### config.mk
export PLATFORM = sky130hd
export DESIGN_NAME = sipo_deser
export DESIGN_NICKNAME = d
export VERILOG_FILES = /design/src/rtl/sipo_out_slot.sv /design/src/rtl/sipo_deser.sv
export SDC_FILE = /design/constraint.sdc
export NUM_CORES = 1
export LEC_CHECK = 0
export CORE_ASPECT_RATIO = 1.25
export CORE_MARGIN = 2
export CORE_UTILIZATION = 47
export DETAILED_ROUTE_END_ITERATION = 10
export GPL_ROUTABILITY_DRIVEN = 1
export PLACE_DENSITY_LB_ADDON = 0.08
export SLEW_MARGIN = 10
export SYNTH_ARGS = -nofsm -noshare
export SYNTH_HDL_FRONTEND = slang
export SYNTH_SLANG_ARGS = --single-unit
### constraint.sdc
create_clock -name clk -period 1.83 [get_ports clk]
set_input_delay 0.366 -clock clk [delete_from_list [all_inputs] [get_ports clk]]
set_output_delay 0.366 -clock clk [all_outputs]
set_load 0.02 [all_outputs]
### src/rtl/sipo_out_slot.sv
// One-entry valid/ready holding register for completed words.
// Latency: load visible next cycle; a load into a full, non-draining slot is dropped and pulses ovr.
module sipo_out_slot #(
  parameter int W = 8
) (
  input  logic         clk,
  input  logic         reset,
  input  logic         load,
  input  logic [W-1:0] data,
  input  logic         dout_ready,
  output logic [W-1:0] dout,
  output logic         dout_valid,
  output logic         ovr
);

  logic accept;

  // A draining slot can take the new word in the same cycle.
  assign accept = load && (!dout_valid || dout_ready);
  assign ovr    = load && dout_valid && !dout_ready;

  always_ff @(posedge clk) begin
    if (reset) begin
      dout       <= '0;
      dout_valid <= 1'b0;
    end else if (accept) begin
      dout       <= data;
      dout_valid <= 1'b1;
    end else if (dout_valid && dout_ready) begin
      dout_valid <= 1'b0;
    end
  end

endmodule

### src/rtl/sipo_deser.sv
// Serial-in parallel-out deserializer: assembles W-bit words from qualified serial bits.
// Latency: word visible the cycle after its Wth bit; full slot drops new words and sets sticky overrun.
module sipo_deser #(
  parameter int W         = 8,
  parameter bit MSB_FIRST = 1'b1
) (
  input  logic                 clk,
  input  logic                 reset,
  input  logic                 sin,
  input  logic                 sin_valid,
  input  logic                 sync,
  output logic [W-1:0]         dout,
  output logic                 dout_valid,
  input  logic                 dout_ready,
  output logic [$clog2(W)-1:0] bit_cnt,
  output logic                 overrun,
  input  logic                 clr_ovr
);

  localparam int CW = $clog2(W);
  localparam logic [CW-1:0] LAST = CW'(W - 1);

  logic [W-1:0] sr;
  logic [W-1:0] sr_nxt;
  logic         complete;
  logic         ovr_pulse;

  always_comb begin
    sr_nxt = sr;
    if (MSB_FIRST) sr_nxt = {sr[W-2:0], sin};
    else           sr_nxt = {sin, sr[W-1:1]};
  end

  // A sync cycle starts a new word, so it can never complete the old one.
  assign complete = sin_valid && !sync && (bit_cnt == LAST);

  always_ff @(posedge clk) begin
    if (reset) begin
      sr      <= '0;
      bit_cnt <= '0;
    end else begin
      if (sin_valid) sr <= sr_nxt;
      if (sync)          bit_cnt <= sin_valid ? CW'(1) : '0;
      else if (complete) bit_cnt <= '0;
      else if (sin_valid) bit_cnt <= bit_cnt + 1'b1;
    end
  end

  sipo_out_slot #(.W(W)) u_slot (
    .clk        (clk),
    .reset      (reset),
    .load       (complete),
    .data       (sr_nxt),
    .dout_ready (dout_ready),
    .dout       (dout),
    .dout_valid (dout_valid),
    .ovr        (ovr_pulse)
  );

  always_ff @(posedge clk) begin
    if (reset)          overrun <= 1'b0;
    else if (ovr_pulse) overrun <= 1'b1;
    else if (clr_ovr)   overrun <= 1'b0;
  end

endmodule

### Word level (Yosys, flattened, before mapping)

Index checks and enable logic that the tools add are counted.
Widths: inputs -> output; s select.

| word-level totals | value |
|---|---|
| flip-flop bits (word level) | 20 |
| input bits | 7 |
| output and inout bits | 13 |
| logic and storage cells | 28 |

| operators by class | value |
|---|---|
| add/subtract/negate cells | 1 |
| equality and inequality tests | 1 |
| mux-type cells | 8 |
| reduce and logical (&&, ||, !) cells | 13 |

Operators by type and width:

| cell | number |
|---|---|
| $mux 3 | 3 |
| $logic_and 1x1->1 | 6 |
| $mux 1 | 5 |
| $reduce_bool 2->1 | 2 |
| $add 3x1->3 const B | 1 |
| $eq 3x3->1 const B | 1 |
| $logic_not 1->1 | 3 |
| $reduce_bool 3->1 | 1 |
| $logic_or 1x1->1 | 1 |

### Longest topological paths before layout

| depth | value |
|---|---|
| word-level depth | 6 |
| depth in mapped cells | 6 |
| gate-level depth less buffers | 5 |

### Cells and area by module

Synthesis repeated with hierarchy kept, for this count alone.

| unflattened totals | value |
|---|---|
| cells, all modules | 83 |
| area total of the unflattened synthesis | 879.6 um^2 |

Modules (own cells, without submodules):

| module | times used | cells each | area each (um^2) | sequential area each (um^2) |
|---|---|---|---|---|
| sipo_deser | 1 | 43 | 466.7 | 220.2 |
| sipo_out_slot | 1 | 40 | 412.9 | 180.2 |

### Worst setup path before layout

No wires, ideal clock.

| path | value |
|---|---|
| path kind | reg-to-reg |
| start | register bit_cnt[0] |
| end | register u_slot.dout[0] |
| library setup time | 72 ps |
| arrival | 1358 ps |
| required time | 1758 ps |
| slack | 401 ps |
| cell stages (with the launch flop) | 7 |
| path buffers | 1 |
| clock period less this slack | 1429 ps |
| path through | dfxtp_1 > ha_1 > ha_1 > nand3b_4 > nor2b_4 > buf_6 > mux2i_1 |

| between the ends | value |
|---|---|
| longest elaborated chain between the ends | 3 |

RTL lines:

| element | line | text |
|---|---|---|
| start: declaration | sipo_deser.sv:15 | `output logic [$clog2(W)-1:0] bit_cnt,` |
| start signal: assignment | sipo_deser.sv:43 | `if (sync) bit_cnt <= sin_valid ? CW'(1) : '0;` |
| start signal: assignment | sipo_deser.sv:45 | `else if (sin_valid) bit_cnt <= bit_cnt + 1'b1;` |
| $eq 3x3->1 | sipo_deser.sv:35 | `assign complete = sin_valid && !sync && (bit_cnt == LAST);` |
| $logic_and 1x1->1 | sipo_deser.sv:35 |  |
| $logic_and 1x1->1 | sipo_out_slot.sv:19 | `assign accept = load && (!dout_valid \|\| dout_ready);` |
| end signal: assignment | sipo_out_slot.sv:27 | `dout <= data;` |
| end: declaration | sipo_out_slot.sv:11 | `output logic [W-1:0] dout,` |

No other way between the ends.
A chain may end at the register's enable or synchronous reset.

### Worst setup path in the final report

| path | value |
|---|---|
| start | register bit_cnt[0] |
| end | output port bit_cnt[0] |

No word-level cell between the ends.

==> out/qor.yml <==
status: "finished clean"
rows: 17
nets: 111
arrival_ns: 1.30
path_class: "flip-flop to primary output"
fin_worst_skew_ns: 0.00792
avgSynthCellArea_um2: 10.7
setup-tns-final_ns: 0
synth_fa_ha_area_frac: 0.0289
min_path_type: "flip-flop to flip-flop"
yosysUniqueCellTypes: 16
port_buffers: 19
hpwl_um: 951
synth-compound-area-share: 0.0246
synth_top_family_by_area: "simple AND/OR/NAND/NOR gates"
slowest_stage: "clkdlybuf4s50_1"
min_from: "u_slot.dout[6]"
reg2regPathDepth: 5
power_uw: 855
synth_xor_area_frac: 0
final-hold-violation-count: 0
end_kind: "primary output"
critPathBufInv: 1
core_mm2: 0.00174
slew_headroom: 0.785
grt_pass1_wl_um: 2460
path_delay_family: "buffers and inverters"
rr_endpoint: "u_slot.dout[7]"
drv_cap: 0
path_cells: "clkdlybuf4s50_1"
clockRootBuffer: "clkbuf_4"
synthMuxAreaShare: 0.197
syn_nets: 90
holdBufCountCts: 0
holdPathEnd: "u_slot.dout[6]"
grt_antenna_before_repair: 0
overflow: 0
slew_violations: 0
clock-sinks: 20
wl_per_cell_um: 11.2
clkPwrFrac: 0.411
drt.antenna.violating_nets: 0
dieArea_mm2: 0.00220
fin_ws_ns: 0.161
postSynthCellCount: 81
yosysWarnings: 0
cts_buffer_depth: 2
switching_share: 0.185
layout-drive-gt1-share: 0.0792
routabilityCongestion: 0.631
regToRegSetupSlack_ns: 0.32
cts_setup_buffers: 0
grt_util_all_layers: 0.147
fmax_mhz: 599
cp.required_ns: 1.46
min_period_over_period: 0.912
p_int_uw: 696
timing_worst_slew_pin_value_ns: 0.322
start_kind: "flip-flop"
slowest_delay_ns: 0.63
first_global_vias: 571
antenna_cells: 0
numCtsBuffers: 3
die_y_um: 52.0
power_switching_uw: 158
cts_max_level: 1
min_path_cells: 2
die_w_um: 42.4
synth-simple-area-share: 0.233
p_leak_uw: 0.000438
post_cts_resized: 0
clk_latency_ns: 0.29
drt_iter0_drc: 3
power.density_mw_per_mm2: 766
ys_ff_latch: 20
ir_drop_v: 0.000465
path_clk_slew_ns: 0.10
crit_path_max_fanout: 4
cts_tree: "yes"
rsz0062_at_grt: "no"
crit-reg2reg-launch: "bit_cnt[0]"
vias: 590
start_util: 0.496
num_io_pins: 20
grt_start_max_net_pins: 29
post-place-ws_ns: 0.121
hold_ws_ns: 0.478
final-setup-viol-count: 0
seq_area_frac_synth: 0.462
totalWireLength_um: 1350
drc: 0
power_frac_comb: 0.070
first_pass_iters: 2
fin_crit_ns: 1.67
synthesis.area_um2: 866
seq_power_share: 0.519
synthToLayoutAreaGrowth_pct: 28.9
vias_per_cell: 4.92
## sequential cells by signal, indices dropped and copies added (netlist names)
register and count:
u_slot.dout_valid 1, bit_cnt 3, sr 7, overrun 1
u_slot.dout 8
## Yosys cell counts
cell       n  area share
a21oi_1    2       0.012
buf_2      2       0.012
buf_6      3       0.039
dfxtp_1   20        0.46
ha_1       2       0.029
inv_1      1      0.0043
mux2i_1   17        0.20
nand2b_1  17        0.12
nand3b_4   1       0.023
nor2_1     8       0.035
nor2b_1    2       0.014
nor2b_4    1       0.016
nor3_1     2       0.012
o21ai_0    1      0.0058
o22ai_1    1      0.0072
or3b_1     1       0.010
## worst max path at each step
stage | cells after the start | slack [ns] | start | endpoint
3_5_place_dp | 4 | 0.12 | sin_valid | u_slot.dout[2]
5_1_grt | 1 | 0.11 | bit_cnt[0] | bit_cnt[0]
4_1_cts | 1 | 0.14 | bit_cnt[0] | bit_cnt[0]
6_report | 1 | 0.16 | bit_cnt[0] | bit_cnt[0]
3_3_place_gp | 4 | 0.18 | sync | u_slot.dout[4]
2_1_floorplan | 6 | 0.40 | bit_cnt[0] | u_slot.dout[0]
## metal layers
layer  wire, um  vias up  global-route usage
met5          0        -                   0
met3         39        2              0.0208
li1           -      308                   -
met4         18        0              0.0938
met2        650       10               0.244
met1        638      270               0.177
## power groups by stage
stage	Sequential (uW)	Combinational, uW	Clock [uW]
2_1_floorplan	455	33.6	0
3_3_place_gp	454	59.8	0
3_5_place_dp	454	60.7	0
4_1_cts	444	60.7	363
5_1_grt	445	65.0	384
6_report	444	59.7	351
## area by class of cell
cell class	instances	area [um^2]
inverters	1	3.75
well taps	19	23.8
clock inverters	1	30.0
flip-flops and latches	20	400
fillers	146	628
clock buffers	3	22.5
repair buffers	21	218
multi-input cells	55	418
## cells in the final DEF (no fill, tap or decap), drive strengths merged
| cell type | synthesis | final |
|---|---|---|
| dfxtp | 20 | 20 |
| clkdlybuf4s50 | 0 | 19 |
| nand2b | 17 | 17 |
| mux2i | 17 | 17 |
| nor2 | 8 | 8 |
| clkbuf | 0 | 3 |
| nor2b | 3 | 3 |
| a21oi | 2 | 2 |
| nor3 | 2 | 2 |
| ha | 2 | 2 |
| buf | 5 | 2 |
| inv | 1 | 1 |
| nand3b | 1 | 1 |
| o22ai | 1 | 1 |
| o21ai | 1 | 1 |
| or3b | 1 | 1 |
| bufinv | 0 | 1 |
## logic make-up after synthesis
logic type / count (synthesis)
simple gates: 32
flops: 20
mux: 17
buf+inv: 6
compound gates: 4
fa+ha+maj: 2
## stage by stage
step	instance area (um^2)	instances	util
floorplan	866	81	-
global placement	1060	116	0.610
detailed placement	1060	116	0.610
CTS	1120	120	0.640
global route	1120	120	0.640
finish	1120	120	0.640
No activity file was read; power rests on OpenSTA's default activity.
